$ cat config.mk
export PLATFORM = sky130hd
export DESIGN_NAME = issue_queue
export DESIGN_NICKNAME = d
export VERILOG_FILES = /design/src/rtl/issue_queue_pkg.sv /design/src/rtl/issue_queue_ram.sv /design/src/rtl/issue_queue.sv
export SDC_FILE = /design/constraint.sdc
export NUM_CORES = 1
export LEC_CHECK = 0
export CAP_MARGIN = 20
export CORE_MARGIN = 2
export CORE_UTILIZATION = 59
export DETAILED_ROUTE_END_ITERATION = 7
export GPL_TIMING_DRIVEN = 0
export PLACE_DENSITY = 0.82
export SYNTH_ARGS = -nofsm -noshare
export SYNTH_HDL_FRONTEND = slang
export SYNTH_SLANG_ARGS = --single-unit
$ cat constraint.sdc
create_clock -name clk -period 8.03 [get_ports clk]
set_input_delay 1.606 -clock clk [delete_from_list [all_inputs] [get_ports clk]]
set_output_delay 1.606 -clock clk [all_outputs]
set_load 0.01 [all_outputs]
$ cat src/rtl/issue_queue_pkg.sv
// rtl/issue_queue_pkg.sv - shared types and defaults for the issue queue
// Element layout, boolean helpers and the default queue depth.
package issue_queue_pkg;

  typedef logic bool;
  localparam bool true  = 1'b1;
  localparam bool false = 1'b0;

  localparam int IQ_DEPTH = 8;

  typedef struct packed {
    logic [31:0] pc;
    logic [31:0] insn;
  } ISSUE_QUEUE_ELEMENT;

endpackage

$ cat src/rtl/issue_queue_ram.sv
// rtl/issue_queue_ram.sv - DEPTH x element storage, two sync write and two async read ports
// Holds payload only; pointers and occupancy live in issue_queue.
module issue_queue_ram
  import issue_queue_pkg::*;
#(
  parameter int DEPTH = IQ_DEPTH,
  localparam int AW = $clog2(DEPTH)
) (
  input  logic               clk,
  input  logic               we0_i,
  input  logic [AW-1:0]      waddr0_i,
  input  ISSUE_QUEUE_ELEMENT wdata0_i,
  input  logic               we1_i,
  input  logic [AW-1:0]      waddr1_i,
  input  ISSUE_QUEUE_ELEMENT wdata1_i,
  input  logic [AW-1:0]      raddr0_i,
  output ISSUE_QUEUE_ELEMENT rdata0_o,
  input  logic [AW-1:0]      raddr1_i,
  output ISSUE_QUEUE_ELEMENT rdata1_o
);

  ISSUE_QUEUE_ELEMENT mem_q [DEPTH];

  // The two write addresses are always distinct (tail and tail+1).
  always_ff @(posedge clk) begin
    if (we0_i) mem_q[waddr0_i] <= wdata0_i;
    if (we1_i) mem_q[waddr1_i] <= wdata1_i;
  end

  assign rdata0_o = mem_q[raddr0_i];
  assign rdata1_o = mem_q[raddr1_i];

endmodule

$ cat src/rtl/issue_queue.sv
// rtl/issue_queue.sv - dual-entry in-order FIFO between decode and issue
// Optional ISSUE_QUEUE_BYPASS_EN forwards pushes straight to issue when empty.
module issue_queue
  import issue_queue_pkg::*;
#(
  parameter int DEPTH = IQ_DEPTH
) (
  input  logic                     clk,
  input  logic                     rst_n,
  input  logic                     flash,
  input  logic [1:0]               push_valid,
  input  ISSUE_QUEUE_ELEMENT [1:0] push_data,
  output logic                     push_ready,
  output ISSUE_QUEUE_ELEMENT [1:0] issue_require,
  output logic [1:0]               iq_size,
  input  logic [1:0]               iq_pop_number
);

  localparam int AW = $clog2(DEPTH);

  logic [AW-1:0]      head_q, head_d, tail_q, tail_d;
  logic [AW:0]        count_q, count_d;
  logic [1:0]         push_n, pop_n, wr_n, head_adv, skip_n;
  logic               we0, we1;
  ISSUE_QUEUE_ELEMENT wdata0, rdata0, rdata1;

  assign push_ready = ((AW+1)'(DEPTH) - count_q) >= (AW+1)'(2);

  always_comb begin
    push_n = 2'd0;
    if (push_ready) begin
      if (push_valid == 2'b11)      push_n = 2'd2;
      else if (push_valid == 2'b01) push_n = 2'd1;
    end

    iq_size          = (count_q >= (AW+1)'(2)) ? 2'd2 : count_q[1:0];
    issue_require[0] = (iq_size != 2'd0) ? rdata0 : '0;
    issue_require[1] = (iq_size == 2'd2) ? rdata1 : '0;
    pop_n            = (iq_pop_number > iq_size) ? iq_size : iq_pop_number;
    skip_n           = 2'd0;
    wr_n             = push_n;
    head_adv         = pop_n;

`ifdef ISSUE_QUEUE_BYPASS_EN
    // Empty queue: pushes are visible now; popped ones never touch storage.
    if (count_q == '0 && !flash) begin
      iq_size          = push_n;
      issue_require[0] = (push_n != 2'd0) ? push_data[0] : '0;
      issue_require[1] = (push_n == 2'd2) ? push_data[1] : '0;
      pop_n            = (iq_pop_number > push_n) ? push_n : iq_pop_number;
      skip_n           = pop_n;
      wr_n             = push_n - pop_n;
      head_adv         = 2'd0;
    end
`endif

    we0    = !flash && (wr_n != 2'd0);
    we1    = !flash && (wr_n == 2'd2);
    wdata0 = (skip_n == 2'd1) ? push_data[1] : push_data[0];

    tail_d  = tail_q + AW'(wr_n);
    head_d  = head_q + AW'(head_adv);
    count_d = count_q + (AW+1)'(wr_n) - (AW+1)'(head_adv);
    if (flash) begin
      tail_d  = '0;
      head_d  = '0;
      count_d = '0;
    end
  end

  always_ff @(posedge clk) begin
    if (!rst_n) begin
      head_q  <= '0;
      tail_q  <= '0;
      count_q <= '0;
    end else begin
      head_q  <= head_d;
      tail_q  <= tail_d;
      count_q <= count_d;
    end
  end

  always_ff @(posedge clk) begin
    if (rst_n && !flash) begin
      assert (iq_pop_number <= iq_size)
        else $warning("issue_queue: pop number %0d exceeds size %0d, clamped", iq_pop_number, iq_size);
      assert (push_valid != 2'b10)
        else $warning("issue_queue: push_valid=10 ignored");
    end
  end

  issue_queue_ram #(.DEPTH(DEPTH)) u_ram (
    .clk      (clk),
    .we0_i    (we0),
    .waddr0_i (tail_q),
    .wdata0_i (wdata0),
    .we1_i    (we1),
    .waddr1_i (tail_q + AW'(1)),
    .wdata1_i (push_data[1]),
    .raddr0_i (head_q),
    .rdata0_o (rdata0),
    .raddr1_i (head_q + AW'(1)),
    .rdata1_o (rdata1)
  );

endmodule

==> results of run 1 <==
==> cells in the final DEF (no fill, tap or decap), types with 9 or more instances in the layout <==
master	synthesis	layout
edfxtp_1	512	512
mux2_2	268	268
clkdlybuf4s50_1	0	265
mux4_2	256	256
mux2_4	245	245
nand2_1	133	133
nor2_1	75	74
a21oi_1	67	67
clkbuf_1	49	64
mux2i_1	64	64
buf_2	62	62
clkbuf_16	0	57
buf_12	20	34
inv_1	14	14
ha_1	14	14
buf_16	0	12
dfxtp_1	10	10
diode_2	0	9
bufinv_16	0	9
clkinv_2	0	9
==> metrics by stage <==
step / util / setup TNS, ps / power [W]
2_1_floorplan: - / 0 / 0.00572
3_3_place_gp: 0.666 / -2509630 / 0.00740
3_5_place_dp: 0.680 / 0 / 0.00746
4_1_cts: 0.715 / 0 / 0.0101
5_1_grt: 0.715 / 0 / 0.0105
6_report: 0.715 / 0 / 0.0101
==> registers in the layout, summed over array words and instances (netlist names) <==
| signal | cells |
|---|---|
| u_ram.mem_q | 512 |
| tail_q | 3 |
| count_q | 4 |
| head_q | 3 |
==> critical path, delay by kind of cell (launching register included) <==
| family | cells | cell delay (ps) |
|---|---|---|
| buffers and inverters | 4 | 2240 |
| and+or+nand+nor | 1 | 540 |
| DFF | 1 | 430 |
| adders and majority gates | 1 | 210 |
| AOI/OAI and AO/OA | 1 | 210 |
==> logic make-up after synthesis <==
family | count (synthesis) | synth area share
AOI/OAI and AO/OA | 78 | 0.0128
xor gates and xnor gates | 8 | 0.00222
adders and majority gates | 18 | 0.00809
buffers and inverters | 162 | 0.0353
DFF | 522 | 0.494
muxes | 833 | 0.415
and+or+nand+nor | 241 | 0.0324
==> power breakdown <==
group          internal, W  switching (W)
registers          0.00317      0.0000763
logic              0.00208        0.00214
clock network      0.00158        0.00108
==> final cells by class <==
cell class / count / area (sq um)
Clock inverter: 28 / 360
Fill cell: 3211 / 15000
Antenna cell: 9 / 22.5
Buffer: 148 / 1060
Inverter: 14 / 52.6
Sequential cell: 522 / 15600
Tap cell: 688 / 861
Clock buffer: 72 / 1480
Multi-Input combinational cell: 1178 / 15000
Timing Repair Buffer: 294 / 3300
==> per-layer routing <==
| metal | up-vias | track usage | share of wire |
|---|---|---|---|
| met5 | - | 0 | 0.00050 |
| met4 | 8 | 0.112 | 0.029 |
| met3 | 194 | 0.0840 | 0.11 |
| met2 | 1359 | 0.536 | 0.49 |
| met1 | 10300 | 0.433 | 0.37 |
| li1 | 8221 | - | - |
==> how the worst min path moves through the flow <==
stage | to | startpoint | slack (ps) | cells past startpoint
after CTS | head_q[0]$_SDFF_PP0_ | head_q[0]$_SDFF_PP0_ | 660 | 2
final | head_q[0]$_SDFF_PP0_ | head_q[0]$_SDFF_PP0_ | 660 | 2
after floorplan | head_q[0]$_SDFF_PP0_ | head_q[0]$_SDFF_PP0_ | 580 | 2
after detailed placement | head_q[0]$_SDFF_PP0_ | head_q[0]$_SDFF_PP0_ | 640 | 2
after global placement | head_q[0]$_SDFF_PP0_ | head_q[0]$_SDFF_PP0_ | 610 | 2
after global routing | head_q[0]$_SDFF_PP0_ | head_q[0]$_SDFF_PP0_ | 680 | 2
==> cells in the mapped netlist, types with 6 or more instances <==
cell      count  area [sq um]
buf_1         6          22.5
clkbuf_1     49           184
mux4_2      256          5770
nand2_1     133           499
mux2_2      268          3020
edfxtp_1    512         15400
nor3_1        8          40.0
a21oi_1      67           335
buf_6         6          67.6
inv_1        14          52.6
nor2_1       75           282
buf_12       20           400
o21ai_0       9          45.0
ha_1         14           175
buf_2        62           310
mux2_4      245          3680
mux2i_1      64           641
dfxtp_1      10           200
==> reports/metrics.yaml, run 1 <==
run_status:
  status: "complete, no violations"
clocking:
  clockRootBuffer: "clkbuf_16"
  holdBufCountCts: 0
  clock_latency_ps: 620
  cts_htree_levels: 2
  cts_buffers: 55
  clk_path_buf_depth: 3
  cts_resized: 0
  clkTransAtPathRegs_ps: 60
  postCtsSetupBuffers: 0
  cts_tree: "built"
  clock_sinks: 522
die:
  ios: 266
  initial_utilization: 0.599
  die_h_um: 235
  fp.coreArea_sq_um: 52700
  die_w_um: 235
  die-area_sq_um: 55300
  rows: 84
critical_path:
  crit_path_top_delay_cell: "clkbuf_1"
  reg2reg_from: "count_q[0]$_SDFF_PP0_"
  cp_slowest_stage_delay_ps: 860
  required_ps: 6420
  crit_top_cell: "clkbuf_1"
  timing.reg2reg.setup_slack_ps: 2580
  path_class: "reg2out"
  crit_start: "count_q[0]$_SDFF_PP0_"
  r2r-end: "count_q[2]$_SDFF_PP0_"
  arrival_ps: 4260
  worstPathMaxFanout: 10
  reg2reg_depth: 18
  path_cells: "inv_1, ha_1, nor3b_1, clkbuf_1, clkbuf_1, a21oi_1, clkdlybuf4s50_1"
  cp-end-kind: "primary output"
  start_kind: "flop"
  crit_end: "issue_require[110]"
logic_synthesis:
  synth_ff_type: "edfxtp_1"
  ys_warn_count: 0
  syn_avg_cell_area_sq_um: 16.9
  synth_area_sq_um: 31500
  synth_seq_area_share: 0.494
  synthCells: 1862
  synthesis.nets: 2015
  synth_cell_types: 38
  synth_edf_count: 512
  synthArstFlopShare: 0
  ys_ff_latch: 522
sta:
  fmax_mhz: 170
  slew_violations: 0
  tightest_slew_ps: 1080
  slew_headroom: 0.276
  fin_crit_sh: 0.731
  finalCriticalPeriod_ps: 5870
  rsz0062_at_grt: "no"
  setup_viol: 0
  hold_viol: 0
  setup_ws_ps: 2160
  fin_skew_ps: 24.0
  hold-worst-slack_ps: 656
final_layout:
  final_cells: 2953
  final_area_sq_um: 37700
  nNetsFinal: 2366
  drive_gt1_frac: 0.438
  areaGrowthSynthToFinish_pct: 19.4
place:
  dp_slack_ps: 2740
  globalplace.congestion: 0.819
  numPortBuffers: 265
  dp.cells: 2843
  hpwl_um: 60200
  dpl_cell_area_sq_um: 35800
route:
  wl_um: 91700
  drt_iter0_markers: 2633
  vias: 20100
  dr.pass1.iters: 5
  drc: 0
  vias_per_cell: 6.79
  ant_nets: 0
  route.detailed.wl_per_inst_um: 31.0
global_routing:
  antenna_found_initial: 13
  grt_first_pass_wirelength_um: 134000
  grt_max_degree: 22
  grtUsageTotal: 0.329
  grt_overflow: 0
  grt_pass1_vias: 20900
power_and_ir_drop:
  p_per_area_nw_per_um2: 269
  peakVddDrop_v: 0.000235
  leakagePower_nw: 13.3
job:
  drv_cap: 0
worst_hold_path:
  hp-class: "reg2reg"
Note: power is estimated with default switching activity, not from simulation.
==> inputs of run 2 (changes only) <==
==> constraint.sdc (replaced) <==
create_clock -name clk -period 6.1 [get_ports clk]
set_input_delay 1.22 -clock clk [delete_from_list [all_inputs] [get_ports clk]]
set_output_delay 1.22 -clock clk [all_outputs]
set_load 0.01 [all_outputs]
==> reports/metrics.yaml, run 2 (same netlist as run 1, synthesis figures left out) <==
run_status:
  status: "complete, no violations"  # unchanged
global_routing:
  gr-usage-met2: 0.545  # was 0.536
  gr-max-usage-layer: "met2"  # unchanged
  grtUsageTotal: 0.327  # was 0.329
  grt_first_pass_wirelength_um: 133000  # was 134000 um
  grt_overflow: 0  # unchanged
  grt_max_degree: 22  # unchanged
  use_met1: 0.410  # was 0.433
  antenna_found_initial: 17  # was 13
  met3_usage: 0.0670  # was 0.0840
  grt_pass1_vias: 21100  # was 20900
sta:
  rsz0062_at_grt: "no"  # unchanged
  hold-worst-slack_ps: 678  # was 656 ps
  fmax_mhz: 178
  fin_crit_sh: 0.922
  finalCriticalPeriod_ps: 5630
  tns_ps: 0  # unchanged
  setup_viol: 0  # unchanged
  hold_viol: 0  # unchanged
  fin_skew_ps: 22.2  # was 24.0 ps
  slew_headroom: 0.248  # was 0.276
  tightest_slew_ps: 1130  # was 1080 ps
  slew_violations: 0  # unchanged
final_layout:
  regMostFlops: "u_ram.mem_q"  # unchanged
  nNetsFinal: 2364  # was 2366
  areaGrowthSynthToFinish_pct: 19.2  # was 19.4%
  largest_reg_flops: 512  # unchanged
  reg_top3: "u_ram.mem_q: 512 flops, count_q: 4 flops"  # unchanged
  mostFrequentLayoutCells: "edfxtp_1, mux2_2, clkdlybuf4s50_1, mux4_2, mux2_4"  # unchanged
  drive_gt1_frac: 0.439  # was 0.438
  final_common_cell: "edfxtp_1"  # unchanged
  final_cells: 2951  # was 2953
  final_core_util: 0.714  # was 0.715
place:
  dp.cells: 2842  # was 2843
  numPortBuffers: 265  # unchanged
  hpwl_um: 60700  # was 60200 um
  globalplace.congestion: 0.818  # was 0.819
clocking:
  cts_tree: "built"  # unchanged
  clkTransAtPathRegs_ps: 50  # was 60 ps
  clock_latency_ps: 630  # was 620 ps
  clock_sinks: 522  # unchanged
  postCtsSetupBuffers: 0  # unchanged
  cts_htree_levels: 2  # unchanged
  holdBufCountCts: 0  # unchanged
  cts_resized: 0  # unchanged
  clockRootBuffer: "clkbuf_16"  # unchanged
  cts_buffers: 54  # was 55
  clk_path_buf_depth: 3  # unchanged
critical_path:
  required_ps: 4880  # was 6420 ps
  cp-end-kind: "primary output"  # unchanged
  cpLargestDelayFamily: "buffers and inverters"  # unchanged
  path_buf_inv: 4  # unchanged
  crit_path_top_delay_cell: "nor2_4"  # was clkbuf_1
  path_cells: "inv_1, ha_1, nor3b_1, inv_1, nor2_4, clkbuf_1, nor2_1, clkdlybuf4s50_1"  # was inv_1, ha_1, nor3b_1, clkbuf_1, clkbuf_1, a21oi_1, clkdlybuf4s50_1
  cp_slowest_stage_delay_ps: 750  # was 860 ps
  start_kind: "flop"  # unchanged
  arrival_ps: 4410  # was 4260 ps
  crit_top_cell: "inv_1"  # was clkbuf_1
  worstPathMaxFanout: 10  # unchanged
  path_class: "reg2out"  # unchanged
power_and_ir_drop:
  power_frac_comb: 0.418  # was 0.417
  leakagePower_nw: 13.3  # about the same
  switchingPower_w: 0.00433  # was 0.00330 W
  seqPwrFrac: 0.324  # was 0.320
  p_per_area_nw_per_um2: 352  # was 269 nW/um^2
  total_power_w: 0.0132  # was 0.0101 W
  peakVddDrop_v: 0.000353  # was 0.000235 V
  p_clk_frac: 0.258  # was 0.263
  swShare: 0.327  # was 0.326
  p_int_w: 0.00890  # was 0.00683 W
die:
  ios: 266  # unchanged
  die_h_um: 235  # unchanged
  initial_utilization: 0.599  # unchanged
  fp.coreArea_sq_um: 52700  # unchanged
  die-area_sq_um: 55300  # unchanged
  die_w_um: 235  # unchanged
  rows: 84  # unchanged
route:
  drc: 0  # unchanged
  route.detailed.wl_per_inst_um: 31.0  # about the same
  vias: 20100  # about the same
  drt_iter0_markers: 2263  # was 2633
  ant_nets: 0  # unchanged
  dr.pass1.iters: 5  # unchanged
  vias_per_cell: 6.82  # was 6.79
  wl_um: 91600  # was 91700 um
worst_hold_path:
  hp-class: "reg2reg"  # unchanged
job:
  drv_cap: 0  # unchanged
[run 2: cell count changes in the layout (fill, tap and decap cells not counted), sizes merged]
cell,delta
clkinv,+3
clkbuf,-5
buf,-1
bufinv,-2
clkinvlp,+2
diode,+1
[run 2: routing by layer]
| layer | vias to the layer above | wire [um] |
|---|---|---|
| met5 | - | 100 |
| met4 | 14 | 4250 |
| met3 | 284 | 8860 |
| met2 | 1294 | 45600 |
| met1 | 10300 | 32800 |
| li1 | 8233 | - |
[run 2: cell type report]
cell class / count / area, sq um
Antenna cell: 10 / 25.0
Buffer: 148 / 1060
Clock buffer: 67 / 1460
Clock inverter: 31 / 335
Fill cell: 3266 / 15100
Inverter: 14 / 52.6
Multi-Input combinational cell: 1178 / 15000
Sequential cell: 522 / 15600
Tap cell: 688 / 861
Timing Repair Buffer: 293 / 3270
[run 2: metrics by stage]
| stage | setup slack (ps) | area [sq um] |
|---|---|---|
| after global routing | 441 | 37600 |
| after detailed placement | 804 | 35800 |
| after floorplan | -679 | 31500 |
| after global placement | -6430 | 35100 |
| final | 473 | 37600 |
| after CTS | 602 | 37600 |
[run 2: worst register-to-register path, cell delays in order, from the launching register on]
cell	delay, ps
dfxtp_1	480
inv_1	150
ha_1	220
nor3b_1	510
clkbuf_1	890
clkbuf_1	700
inv_1	110
ha_1	320
nor2_1	90
a21oi_1	40
a21oi_1	150
mux2_2	390
ha_1	300
inv_1	60
ha_1	170
inv_1	70
fa_1	420
xor2_1	170
nor2_1	60
[run 2: worst paths after layout]
kind                                            start                    end  cells after the start  slack [ps]
worst max-delay path            count_q[0]$_SDFF_PP0_      issue_require[26]                      8         470
worst max register to register  count_q[0]$_SDFF_PP0_  count_q[2]$_SDFF_PP0_                     18         680
worst min-delay path             head_q[0]$_SDFF_PP0_   head_q[0]$_SDFF_PP0_                      2         680
worst min register to register   head_q[0]$_SDFF_PP0_   head_q[0]$_SDFF_PP0_                      2         680
[run 2: power by group through the flow]
| stage | combinational, W | clock (W) | sequential (W) |
|---|---|---|---|
| after floorplan | 0.00320 | 0 | 0.00432 |
| after global placement | 0.00532 | 0 | 0.00437 |
| after detailed placement | 0.00547 | 0 | 0.00435 |
| after CTS | 0.00551 | 0.00341 | 0.00427 |
| after global routing | 0.00581 | 0.00354 | 0.00429 |
| final | 0.00553 | 0.00341 | 0.00428 |
==> inputs of run 3 (changes only) <==
--- a/config.mk
+++ b/config.mk
@@ -8,9 +8,11 @@
 export CAP_MARGIN = 20
 export CORE_MARGIN = 2
 export CORE_UTILIZATION = 59
+export CTS_BUF_LIST = sky130_fd_sc_hd__clkbuf_16
 export DETAILED_ROUTE_END_ITERATION = 7
 export GPL_TIMING_DRIVEN = 0
 export PLACE_DENSITY = 0.82
+export SETUP_SLACK_MARGIN = 0.15
 export SYNTH_ARGS = -nofsm -noshare
 export SYNTH_HDL_FRONTEND = slang
 export SYNTH_SLANG_ARGS = --single-unit
==> reports/metrics.yaml, run 3 (same netlist as run 1, synthesis figures left out) <==
worst_hold_path:
  hp-class: "reg2reg"  # unchanged
die:
  fp.coreArea_sq_um: 52700  # unchanged
  die_w_um: 235  # unchanged
  ios: 266  # unchanged
  die-area_sq_um: 55300  # unchanged
  rows: 84  # unchanged
  initial_utilization: 0.599  # unchanged
  die_h_um: 235  # unchanged
clocking:
  clkTransAtPathRegs_ps: 50  # about the same
  cts_htree_levels: 2  # unchanged
  clk_path_buf_depth: 3  # unchanged
  clock_latency_ps: 630  # about the same
  cts_tree: "built"  # unchanged
  clock_sinks: 522  # unchanged
  cts_buffers: 54  # unchanged
  holdBufCountCts: 0  # unchanged
  clockRootBuffer: "clkbuf_16"  # unchanged
  postCtsSetupBuffers: 0  # unchanged
  cts_resized: 0  # unchanged
global_routing:
  grt_pass1_vias: 21100  # unchanged
  antenna_found_initial: 17  # unchanged
  grt_overflow: 0  # unchanged
  grt_first_pass_wirelength_um: 133000  # unchanged
  grt_max_degree: 22  # unchanged
  grtUsageTotal: 0.327  # unchanged
sta:
  tightest_slew_ps: 1100  # was 1130 ps
  fin_crit_sh: 0.922  # about the same
  finalCriticalPeriod_ps: 5620  # was 5630 ps
  slew_headroom: 0.266  # was 0.248
  setup_viol: 0  # unchanged
  fmax_mhz: 178  # about the same
  fin_skew_ps: 20.1  # was 22.2 ps
  slew_violations: 0  # unchanged
  hold_viol: 0  # unchanged
  rsz0062_at_grt: "no"  # unchanged
  setup_ws_ps: 478  # was 473 ps
place:
  dp_slack_ps: 804  # unchanged
  dpl_cell_area_sq_um: 35800  # unchanged
  hpwl_um: 60700  # unchanged
  globalplace.congestion: 0.818  # unchanged
  numPortBuffers: 265  # unchanged
final_layout:
  areaGrowthSynthToFinish_pct: 19.2  # unchanged
  final_area_sq_um: 37600  # unchanged
  reg_top3: "u_ram.mem_q: 512 flops, count_q: 4 flops"  # unchanged
  regMostFlops: "u_ram.mem_q"  # unchanged
  mostFrequentLayoutCells: "edfxtp_1, mux2_2, clkdlybuf4s50_1, mux4_2, mux2_4"  # unchanged
  nNetsFinal: 2364  # unchanged
  largest_reg_flops: 512  # unchanged
  drive_gt1_frac: 0.439  # unchanged
  final_core_util: 0.714  # unchanged
  final_common_cell: "edfxtp_1"  # unchanged
  fillCellCount: 3266  # unchanged
power_and_ir_drop:
  power_frac_comb: 0.419  # was 0.418
  p_clk_frac: 0.257  # was 0.258
  seqPwrFrac: 0.324  # about the same
  peakVddDrop_v: 0.000351  # was 0.000353 V
  p_int_w: 0.00888  # was 0.00890 W
  p_per_area_nw_per_um2: 351  # was 352 nW/um^2
  swShare: 0.327  # about the same
  total_power_w: 0.0132  # about the same
  leakagePower_nw: 13.3  # about the same
  switchingPower_w: 0.00432  # was 0.00433 W
route:
  vias: 20100  # about the same
  vias_per_cell: 6.82  # about the same
  wl_um: 91600  # about the same
  dr.pass1.iters: 5  # unchanged
  ant_nets: 0  # unchanged
  drt_iter0_markers: 2235  # was 2263
  drc: 0  # unchanged
  route.detailed.wl_per_inst_um: 31.0  # about the same
critical_path:
  arrival_ps: 4400  # was 4410 ps
  crit_path_top_delay_cell: "nor2_4"  # unchanged
  required_ps: 4880  # about the same
  path_class: "reg2out"  # unchanged
  crit_top_cell: "inv_1"  # unchanged
  path_cells: "inv_1, ha_1, nor3b_1, inv_1, nor2_4, clkbuf_1, nor2_1, clkdlybuf4s50_1"  # unchanged
  worstPathMaxFanout: 10  # unchanged
  start_kind: "flop"  # unchanged
  cp-end-kind: "primary output"  # unchanged
  path_buf_inv: 4  # unchanged
  cp_slowest_stage_delay_ps: 750  # about the same
  cpLargestDelayFamily: "buffers and inverters"  # unchanged
run_status:
  status: "complete, no violations"  # unchanged
job:
  drv_cap: 0  # unchanged
==> run 3: worst min-delay path: stages, from the launching register on <==
cell,delay (ps)
dfxtp_1,400
ha_1,150
and2_1,100
==> run 3: power by group through the flow <==
stage               clock, W  combinational (W)  sequential, W
CTS                  0.00340            0.00551        0.00427
floorplan                  0            0.00320        0.00432
detailed placement         0            0.00547        0.00435
finish               0.00339            0.00553        0.00428
global route         0.00353            0.00581        0.00429
global placement           0            0.00532        0.00437
==> run 3: final timing paths <==
kind / to / depth (start not counted) / from / slack, ps
worst max-delay path: issue_require[26] / 8 / count_q[0]$_SDFF_PP0_ / 480
worst min-delay path: head_q[0]$_SDFF_PP0_ / 2 / head_q[0]$_SDFF_PP0_ / 680
worst max register to register: count_q[2]$_SDFF_PP0_ / 18 / count_q[0]$_SDFF_PP0_ / 680
worst min register to register: head_q[0]$_SDFF_PP0_ / 2 / head_q[0]$_SDFF_PP0_ / 680
==> run 3: through the flow <==
step	TNS, ps	hold slack (ps)	cells
after floorplan	-86940	578	1862
after global placement	-1788960	646	2815
after detailed placement	0	664	2842
after CTS	0	678	2940
after global routing	0	723	2951
final	0	679	2951
==> run 3: metal layers <==
| metal | share of wire | up-vias | wire, um | GRT usage |
|---|---|---|---|---|
| met2 | 0.50 | 1248 | 45600 | 0.545 |
| met3 | 0.096 | 270 | 8770 | 0.0670 |
| li1 | - | 8234 | - | - |
| met4 | 0.046 | 14 | 4180 | 0.163 |
| met1 | 0.36 | 10300 | 32900 | 0.410 |
| met5 | 0.0010 | - | 92 | 0 |
==> run 3: layout make-up <==
cell class / instances / area [sq um] / area share
Tap cell: 688 / 861 / 0.0229
Clock buffer: 57 / 1430 / 0.0379
Antenna cell: 10 / 25.0 / 0.000665
Inverter: 14 / 52.6 / 0.00140
Clock inverter: 41 / 373 / 0.00992
Sequential cell: 522 / 15600 / 0.414
Multi-Input combinational cell: 1178 / 15000 / 0.398
Buffer: 148 / 1060 / 0.0282
Timing Repair Buffer: 293 / 3270 / 0.0870
